<file path="config.mk">
export PLATFORM = sky130hd
export DESIGN_NAME = vga_timing_gen
export DESIGN_NICKNAME = d
export VERILOG_FILES = /design/src/rtl/vga_timing_gen.sv
export SDC_FILE = /design/constraint.sdc
export NUM_CORES = 1
export LEC_CHECK = 0
export BUFFER_PORTS_ARGS = -buffer_cell sky130_fd_sc_hd__buf_2
export CAP_MARGIN = 15
export CORE_UTILIZATION = 30
export CTS_BUF_LIST = sky130_fd_sc_hd__clkbuf_4 sky130_fd_sc_hd__clkbuf_8
export CTS_CLUSTER_DIAMETER = 150
export DETAILED_ROUTE_END_ITERATION = 6
export PLACE_DENSITY = 0.56
export SLEW_MARGIN = 40
export SYNTH_ARGS = -nofsm -noshare
export SYNTH_HDL_FRONTEND = slang
export SYNTH_SLANG_ARGS = --single-unit
export TNS_END_PERCENT = 50
</file>
<file path="constraint.sdc">
create_clock -name vga_clk -period 2.6 [get_ports vga_clk]
set_input_delay 0.26 -clock vga_clk [delete_from_list [all_inputs] [get_ports vga_clk]]
set_output_delay 0.26 -clock vga_clk [all_outputs]
set_load 0.01 [all_outputs]
</file>
<file path="src/rtl/vga_timing_gen.sv">
// VGA raster timing generator: pixel/line counters with registered sync,
// blank, start-of-frame and end-of-line strobes plus a frame counter.
// Every output is decoded from the next-state counter values, so the strobes
// line up with the DrawX/DrawY presented in the same cycle.
module vga_timing_gen #(
  parameter int H_VISIBLE = 640,
  parameter int H_FRONT   = 16,
  parameter int H_SYNC    = 96,
  parameter int H_BACK    = 48,
  parameter int V_VISIBLE = 480,
  parameter int V_FRONT   = 10,
  parameter int V_SYNC    = 2,
  parameter int V_BACK    = 33
) (
  input  logic       vga_clk,
  input  logic       reset,
  input  logic       pix_ce,
  output logic [9:0] DrawX,
  output logic [9:0] DrawY,
  output logic       hs,
  output logic       vs,
  output logic       blank,
  output logic       sof,
  output logic       eol,
  output logic [7:0] frame_count
);

  localparam int H_TOTAL = H_VISIBLE + H_FRONT + H_SYNC + H_BACK;
  localparam int V_TOTAL = V_VISIBLE + V_FRONT + V_SYNC + V_BACK;

  localparam logic [9:0] H_MAX    = 10'(H_TOTAL - 1);
  localparam logic [9:0] V_MAX    = 10'(V_TOTAL - 1);
  localparam logic [9:0] H_VIS    = 10'(H_VISIBLE);
  localparam logic [9:0] V_VIS    = 10'(V_VISIBLE);
  localparam logic [9:0] HS_START = 10'(H_VISIBLE + H_FRONT);
  localparam logic [9:0] HS_END   = 10'(H_VISIBLE + H_FRONT + H_SYNC);
  localparam logic [9:0] VS_START = 10'(V_VISIBLE + V_FRONT);
  localparam logic [9:0] VS_END   = 10'(V_VISIBLE + V_FRONT + V_SYNC);

  logic [9:0] x_q, x_d;
  logic [9:0] y_q, y_d;
  logic       hs_q, hs_d;
  logic       vs_q, vs_d;
  logic       blank_q, blank_d;
  logic       sof_q, sof_d;
  logic       eol_q, eol_d;
  logic [7:0] fc_q, fc_d;
  logic       h_wrap, f_wrap;

  // Next-state counters and the output decode taken from those next values.
  // With pix_ce low the counters hold, so the level outputs hold too and
  // the one-cycle strobes drop to zero.
  always_comb begin
    h_wrap = pix_ce && (x_q == H_MAX);
    f_wrap = h_wrap && (y_q == V_MAX);
    x_d    = x_q;
    y_d    = y_q;
    if (pix_ce) x_d = h_wrap ? 10'd0 : x_q + 10'd1;
    if (h_wrap) y_d = (y_q == V_MAX) ? 10'd0 : y_q + 10'd1;
    hs_d    = !((x_d >= HS_START) && (x_d < HS_END));
    vs_d    = !((y_d >= VS_START) && (y_d < VS_END));
    blank_d = (x_d < H_VIS) && (y_d < V_VIS);
    eol_d   = pix_ce && (x_d == H_MAX);
    sof_d   = f_wrap;
    fc_d    = fc_q + {7'd0, f_wrap};
  end

  // State and output registers; reset parks the raster at (0,0) with no strobes.
  always_ff @(posedge vga_clk or posedge reset) begin
    if (reset) begin
      x_q     <= '0;
      y_q     <= '0;
      hs_q    <= 1'b1;
      vs_q    <= 1'b1;
      blank_q <= 1'b1;
      sof_q   <= 1'b0;
      eol_q   <= 1'b0;
      fc_q    <= '0;
    end else begin
      x_q     <= x_d;
      y_q     <= y_d;
      hs_q    <= hs_d;
      vs_q    <= vs_d;
      blank_q <= blank_d;
      sof_q   <= sof_d;
      eol_q   <= eol_d;
      fc_q    <= fc_d;
    end
  end

  assign DrawX       = x_q;
  assign DrawY       = y_q;
  assign hs          = hs_q;
  assign vs          = vs_q;
  assign blank       = blank_q;
  assign sof         = sof_q;
  assign eol         = eol_q;
  assign frame_count = fc_q;

endmodule

</file>
# [Word level (Yosys, flattened, before mapping)]
# Index checks and enable logic that the tools add are counted.
[word_totals] elab_cells=32 regBits=33
[classes] muxes=4 n_eq_ne=3 n_addsub=3 reduce_logical=8 n_lt_le_gt_ge=6
[op_table] op="$mux 10" n=4
[op_table] op="$eq 10x10->1 const B" n=3
[op_table] op="$add 10x1->10 const B" n=2
[op_table] op="$lt 10x10->1 const B" n=2
[op_table] op="$lt 10x9->1 const B" n=2
[op_table] op="$ge 10x10->1 const B" n=1
[op_table] op="$ge 10x9->1 const B" n=1
[op_table] op="$add 8x1->8" n=1
[op_table] op="$logic_and 1x1->1" n=6
[op_table] op="$logic_not 1->1" n=2

# [Logic depth before layout (Yosys ltp)]
# Gate-level depths: netlist of run 1.
[logic_depth] word_depth=7 mapped_depth=11 ltp_nobuf=10

# [Least setup slack after synthesis of run 1]
# No wires, ideal clock.
[synth_path] path_type="reg-to-reg" start="register y_q[7], in the netlist DrawY[7]" end="register fc_q[6], in the netlist frame_count[6]" required_time_ps=2475 synth_period_minus_slack_ps=2190 path_slack_ps=410 stages_incl_launch_ff=11 arrival_time_ps=2064 path_buffers=2 cell_sequence="dfrtp_1 -> clkbuf_1 -> nor4b_1 -> nand4_1 -> clkbuf_1 -> nor2_1 -> ha_1 -> ha_1 -> and3_1 -> nand3_1 -> xnor2_1"
[synth_via] elab_chain_cells=3
[synth_rtl] element="start, declared" line="41" rtl="logic [9:0] y_q, y_d;"
[synth_rtl] element="start signal, assigned" line="81" rtl="y_q <= y_d;"
[synth_rtl] element="$eq 10x10->1" line="55" rtl="f_wrap = h_wrap && (y_q == V_MAX);"
[synth_rtl] element="$logic_and 1x1->1" line="55"
[synth_rtl] element="named net f_wrap" line="48" rtl="logic h_wrap, f_wrap;"
[synth_rtl] element="$add 8x1->8" line="65" rtl="fc_d = fc_q + {7'd0, f_wrap};"
[synth_rtl] element="named net fc_d[6]" line="47" rtl="logic [7:0] fc_q, fc_d;"
[synth_rtl] element="end signal, assigned" line="78" rtl="fc_q <= '0;"
[synth_rtl] element="end signal, assigned" line="87" rtl="fc_q <= fc_d;"
[synth_rtl] element="end, declared" line="47"
# The timed path passes the listed nets, and every way through them passes these cells.

# [Worst setup path in the final report of run 1]
[layout_path] start="register y_q[0], in the netlist DrawY[0]" end="register fc_q[6], in the netlist frame_count[6]"
# The elaborated chain is that of the path after synthesis.

==> summary.txt, run 1 <==
Clocking
  – Clock root cell: clkbuf_8
  – Number of gates resized after cts: 0
  – Total clock sinks: 33
  – Maximum clock insertion buffer count: 2
  – Clk_lat worst skew: 280 ps
  – Post-CTS setup buffer count: 0
  – H-tree levels: 2
  – CTS tree: yes
  – Clk slew on worst S/H paths: 70 ps
  – CTS buffer count: 5
  – Cts hold-fix bufs: 0

Setup path
  – Critical Path Most Common Cell: ha_1
  – Largest stage delay on the critical path: 480 ps
  – Reg-to-reg endpoint: frame_count[6]
  – Worst-path maximum fanout: 9
  – Worst Setup End Kind: register
  – Reg2reg path depth: 10
  – Crit path from: DrawY[0]
  – Kind of critical path: register to register
  – R2R Path Start: DrawY[0]
  – Worst Setup EP: frame_count[6]
  – CP Data Required Time: 2770 ps
  – Setup crit start kind: register
  – Worst path slowest cell: dfrtp_1
  – R2R setup slack: 370 ps
  – Worst Path Arrival: 2400 ps
  – Worst-path cell chain: inv_1 -> ha_1 -> nor3b_1 -> nand4_1 -> nor2_1 -> ha_1 -> ha_1 -> and3_1 -> nand3_1 -> xnor2_1

Timing
  – Worst slew pin tran: 426 ps
  – Fmax achieved: 0.448 GHz
  – Clk_skew: 8.98 ps
  – Endpoints failing hold: 0
  – Final min period: 2230 ps
  – Tcrit/Tclk final: 85.9%
  – Max Slew Vio Count: 0
  – Final number of setup-violating endpoints: 0
  – Setup TNS: 0 ps
  – RSZ-0062 raised after global routing: no
  – Slew margin rel.: 71.6%

Pwr
  – Pwr Total: 1.25 mW
  – PwrDens: 549 nW/um^2
  – Peak supply drop: 0.254 mV
  – P_leak: 1.07 nW

Yosys
  – Async set or reset register ratio after synthesis: 100%
  – Seq/Total Area, Yosys: 42.8%
  – Mean post-synth cell area: 9.89 um^2
  – Post-synth EDFFs: 0
  – Post-Syn Area: 1940 um^2
  – Synth area leaders: dfrtp_1 39%, dfstp_2 4.1%, nand2_1 3.9%, xor2_1 3.6%, ha_1 3.2%
  – Prevailing post-synth register cell: dfrtp_1
  – Synth top area share: 38.7%
  – Syn Inst Count: 196
  – Yosys reg bits: 33
  – Yosys cell types: 56
  – Largest area contributor in the netlist: dfrtp_1
  – Synth Net Count: 204
  – Synth Warn #: 0

Layout
  – Multi-input gate area: 1010 um^2
  – Register area: 830 um^2
  – Layout fillers: 642
  – Diodes inserted: 0
  – Layout Area Growth over Synthesis: 17.2%
  – Final non-filler cell total: 306
  – Layout cell share with drive strength beyond 1: 25.5%
  – Commonest cells after routing, fill and taps aside: 35 x buf_2, 30 x dfrtp_1, 20 x nand2_1, 12 x nand3_1, 9 x inv_1
  – Commonest non-fill, non-tap cell in the layout: buf_2
  – Nets: 238

GRT
  – Initial antenna violation count: 0
  – Largest net degree at the start of global routing: 34
  – Grt ovf: 0
  – First-pass GRT wire length: 7320 um
  – Vias in the first global route: 1514
  – GRT Total Usage: 14.3%

Floorplanning
  – # rows: 28
  – Die ar.: 6790 um^2
  – I/O pin count: 36
  – Core ar.: 6060 um^2
  – Die outline height: 82.4 um
  – Initial Util: 32.0%
  – Chip width: 82.4 um

Route
  – Drt total wl: 4420 um
  – DR vias: 1613
  – Starting DRT DRC Count: 62
  – DRT antenna net count: 0
  – Routed len/inst: 14.4 um
  – Vias per inst: 5.27
  – Drt pass-1 iters: 4
  – Drt drc: 0

Placement
  – RD Place Congestion: 0.778
  – Post-placement cell count: 298
  – Buffers on Ports: 35
  – Detailed-placement wirelength estimate: 3210 um

Run
  – # Max-Cap Violations: 0

Worst hold path
  – Worst Hold Class: input pin to asynchronous set/reset pin

Status
  – Status: finished clean
==> final cells by class <==
class	instances	area share, %
multi-input combinational	141	44.4
sequential	33	36.5
timing repair buffer	39	9.03
clock buffer	8	4.30
tap	75	4.13
inverter	10	1.65
==> cells in the mapped netlist, types with 2 or more instances <==
master,n
dfstp_2,3
or3_1,3
a21o_1,2
nor2_1,5
nand2b_1,6
or4_1,2
nand4b_1,2
and4_1,3
a41oi_1,2
a21oi_1,5
nand2_1,20
xor2_1,8
nor4_2,2
and2_1,3
nor3b_1,2
o21ai_1,7
ha_1,5
o21ai_0,2
xnor2_1,7
and3_1,5
inv_1,9
nand3_1,12
nor3_1,4
dfrtp_1,30
a32o_1,2
o22ai_1,2
clkbuf_1,4
buf_2,5
nand4_1,7
==> report_power, final <==
part	switching (mW)	total (mW)	leakage, nW	internal, mW
clock network	0.177	0.414	0.0523	0.237
logic	0.127	0.214	0.596	0.0871
registers	0.0682	0.620	0.420	0.552
==> critical path: cells and delay by family, from the launching register on <==
family,cells,cell delay [ps]
AND/OR/NAND/NOR,5,850
adder cells (fa/ha/maj),3,550
flip-flops,1,480
XOR/XNOR,1,130
buffers and inverters,1,110
==> metrics by stage <==
| step | area [um^2] | utilization [%] | setup WS, ps | hold WS (ps) |
|---|---|---|---|---|
| 2_1_floorplan | 1940 | - | 410 | 387 |
| 3_3_place_gp | 2170 | 35.9 | 435 | 375 |
| 3_5_place_dp | 2170 | 35.9 | 404 | 383 |
| 4_1_cts | 2270 | 37.5 | 349 | 74.7 |
| 5_1_grt | 2270 | 37.5 | 65.0 | 104 |
| 6_report | 2270 | 37.5 | 367 | 57.7 |
==> cell families after synthesis <==
family,Yosys count,synth area share [%]
compound gates,36,15.2
xor+xnor,15,6.78
simple gates,85,26.9
fa+ha+maj,5,3.23
flops,33,42.8
buf+inv,22,5.16
==> per-layer routing <==
metal	part of all wire, %	routed length [um]	track usage, %	up-vias
met5	0	0	0	-
met4	0.54	24	4.74	0
met3	4.5	200	3.74	4
met2	46	2020	22.4	38
met1	49	2170	19.0	779
li1	-	-	-	792
==> worst min-delay path by stage <==
stage,start,to,slack [ps],cells after the start
2_1_floorplan,reset,DrawX[0],390,1
3_3_place_gp,reset,frame_count[3],380,3
3_5_place_dp,reset,DrawX[8],380,3
4_1_cts,reset,DrawX[0],70,3
5_1_grt,reset,DrawX[8],100,3
6_report,reset,DrawX[0],60,3
==> state kept, by name, summed over array words and instances, names as in the netlist <==
signal / count
frame_count: 8
sof: 1
vs: 1
eol: 1
hs: 1
blank: 1
DrawY: 10
DrawX: 10
Power figures use the tool's default switching activity.
==> run 2, diff against run 1 <==
--- a/config.mk
+++ b/config.mk
@@ -9,2 +9,3 @@
 export CAP_MARGIN = 15
+export CORE_MARGIN = 2
 export CORE_UTILIZATION = 30
==> constraint.sdc (replaced) <==
create_clock -name vga_clk -period 2.6 [get_ports vga_clk]
set_input_delay 0.13 -clock vga_clk [delete_from_list [all_inputs] [get_ports vga_clk]]
set_output_delay 0.13 -clock vga_clk [all_outputs]
set_load 0.01 [all_outputs]
==> summary.txt, run 2 (synthesized netlist as in run 1, its figures left out) <==
Worst hold path
  – Hold path endpoint: DrawX[1]
  – Worst hold path depth: 2
  – Min-delay src: pix_ce
  – Worst Hold Class: input pin to register

Setup path
  – CP Data Required Time: 2780 ps
  – Worst Setup End Kind: register
  – Reg-to-reg endpoint: frame_count[6]
  – Setup crit start kind: register
  – Worst-path maximum fanout: 10
  – Reg2reg path depth: 8
  – Worst Path Arrival: 2470 ps
  – R2R setup slack: 310 ps
  – R2R Path Start: DrawX[0]
  – Kind of critical path: register to register

Placement
  – Post-placement cell count: 300
  – RD Place Congestion: 0.812
  – Buffers on Ports: 35
  – Detailed-placement wirelength estimate: 3190 um
  – Placed cell area: 2180 um^2

Clocking
  – Cts hold-fix bufs: 1
  – Total clock sinks: 33
  – Clock root cell: clkbuf_8
  – Number of gates resized after cts: 0
  – CTS tree: yes
  – Maximum clock insertion buffer count: 2
  – Clk_lat worst skew: 290 ps
  – Clk slew on worst S/H paths: 70 ps
  – Post-CTS setup buffer count: 0
  – CTS buffer count: 5
  – H-tree levels: 2

Layout
  – Layout Area Growth over Synthesis: 19.0%
  – Diodes inserted: 0
  – Layout cell share with drive strength beyond 1: 25.4%
  – Design area: 2310 um^2
  – Multi-input gate area: 1010 um^2
  – Layout fillers: 638
  – Commonest cells after routing, fill and taps aside: 35 x buf_2, 30 x dfrtp_1, 20 x nand2_1, 12 x nand3_1, 9 x inv_1
  – Fin util: 36.5%
  – Final non-filler cell total: 309
  – Commonest non-fill, non-tap cell in the layout: buf_2
  – Nets: 239
  – Register area: 830 um^2

Pwr
  – Comb power frac: 16.0%
  – Pint: 962 uW
  – Switching portion of total power: 29.4%
  – PwrDens: 591 nW/um^2
  – Sw power: 401 uW
  – Peak supply drop: 0.267 mV
  – P_leak: 1.08 nW
  – Clk pwr share: 38.6%
  – Sequential power share: 45.3%

Timing
  – Tcrit/Tclk final: 88.2%
  – Max Slew Vio Count: 0
  – Final number of setup-violating endpoints: 0
  – RSZ-0062 raised after global routing: no
  – Clk_skew: 4.24 ps
  – Slew margin rel.: 70.8%
  – Final min period: 2290 ps
  – Fmax achieved: 0.436 GHz
  – Setup TNS: 0 ps
  – Endpoints failing hold: 0
  – Worst slew pin tran: 434 ps
  – Hold Slack: 165 ps

Run
  – # Max-Cap Violations: 0

GRT
  – GRT Total Usage: 13.5%
  – Initial antenna violation count: 0
  – Grt ovf: 0
  – Vias in the first global route: 1535
  – First-pass GRT wire length: 7710 um
  – Largest net degree at the start of global routing: 34

Route
  – Drt pass-1 iters: 4
  – DR vias: 1631
  – DRT antenna net count: 0
  – Drt total wl: 4560 um
  – Vias per inst: 5.28
  – Drt drc: 0
  – Starting DRT DRC Count: 124
  – Routed len/inst: 14.8 um

Floorplanning
  – Chip width: 84.4 um
  – Core ar.: 6310 um^2
  – Initial Util: 30.7%
  – Die outline height: 84.4 um
  – # rows: 29
  – I/O pin count: 36
  – Die ar.: 7120 um^2

Status
  – Status: finished clean
==> run 2: layer usage <==
| metal | up-vias | GRT usage [%] | wire (um) |
|---|---|---|---|
| met4 | 0 | 6.06 | 85 |
| met2 | 50 | 21.1 | 2100 |
| met1 | 781 | 17.6 | 2110 |
| li1 | 795 | - | - |
| met3 | 5 | 3.54 | 265 |
| met5 | - | 0 | 0 |
==> run 2: power by group through the flow <==
stage                     logic [mW]  registers (mW)  clock network [mW]
after floorplan                0.134           0.633                   0
after global routing           0.245           0.630               0.554
after global placement         0.222           0.624                   0
after detailed placement       0.219           0.627                   0
after CTS                      0.221           0.617               0.537
final                          0.218           0.618               0.527
==> run 2: worst max path at each step <==
| stage | end | slack (ps) | cells past startpoint | startpoint |
|---|---|---|---|---|
| after floorplan | frame_count[6] | 410 | 10 | DrawY[7] |
| final | frame_count[6] | 310 | 8 | DrawX[0] |
| after global routing | frame_count[6] | 70 | 8 | DrawX[1] |
| after detailed placement | frame_count[6] | 340 | 8 | DrawX[0] |
| after global placement | frame_count[6] | 390 | 8 | DrawX[2] |
| after CTS | frame_count[6] | 320 | 8 | DrawX[0] |
==> run 2: stage by stage <==
step	total power [mW]	setup WS, ps
3_5_place_dp	0.846	344
4_1_cts	1.38	321
2_1_floorplan	0.767	410
6_report	1.36	308
5_1_grt	1.43	68.5
3_3_place_gp	0.846	386
==> run 2: area by class of cell <==
| class | count | area share, % |
|---|---|---|
| multi-input combinational | 141 | 43.7 |
| inverter | 10 | 1.63 |
| clock buffer | 7 | 3.90 |
| timing repair buffer | 40 | 9.33 |
| tap | 77 | 4.18 |
| sequential | 33 | 36.0 |
| clock inverter | 1 | 1.30 |
==> run 2: worst max-delay path, cell delays in order (launching register included) <==
cell	delay, ps
dfrtp_1	450
ha_1	450
nand4_4	250
nor2_1	200
ha_1	210
ha_1	180
and3_1	190
nand3_1	100
xnor2_1	130
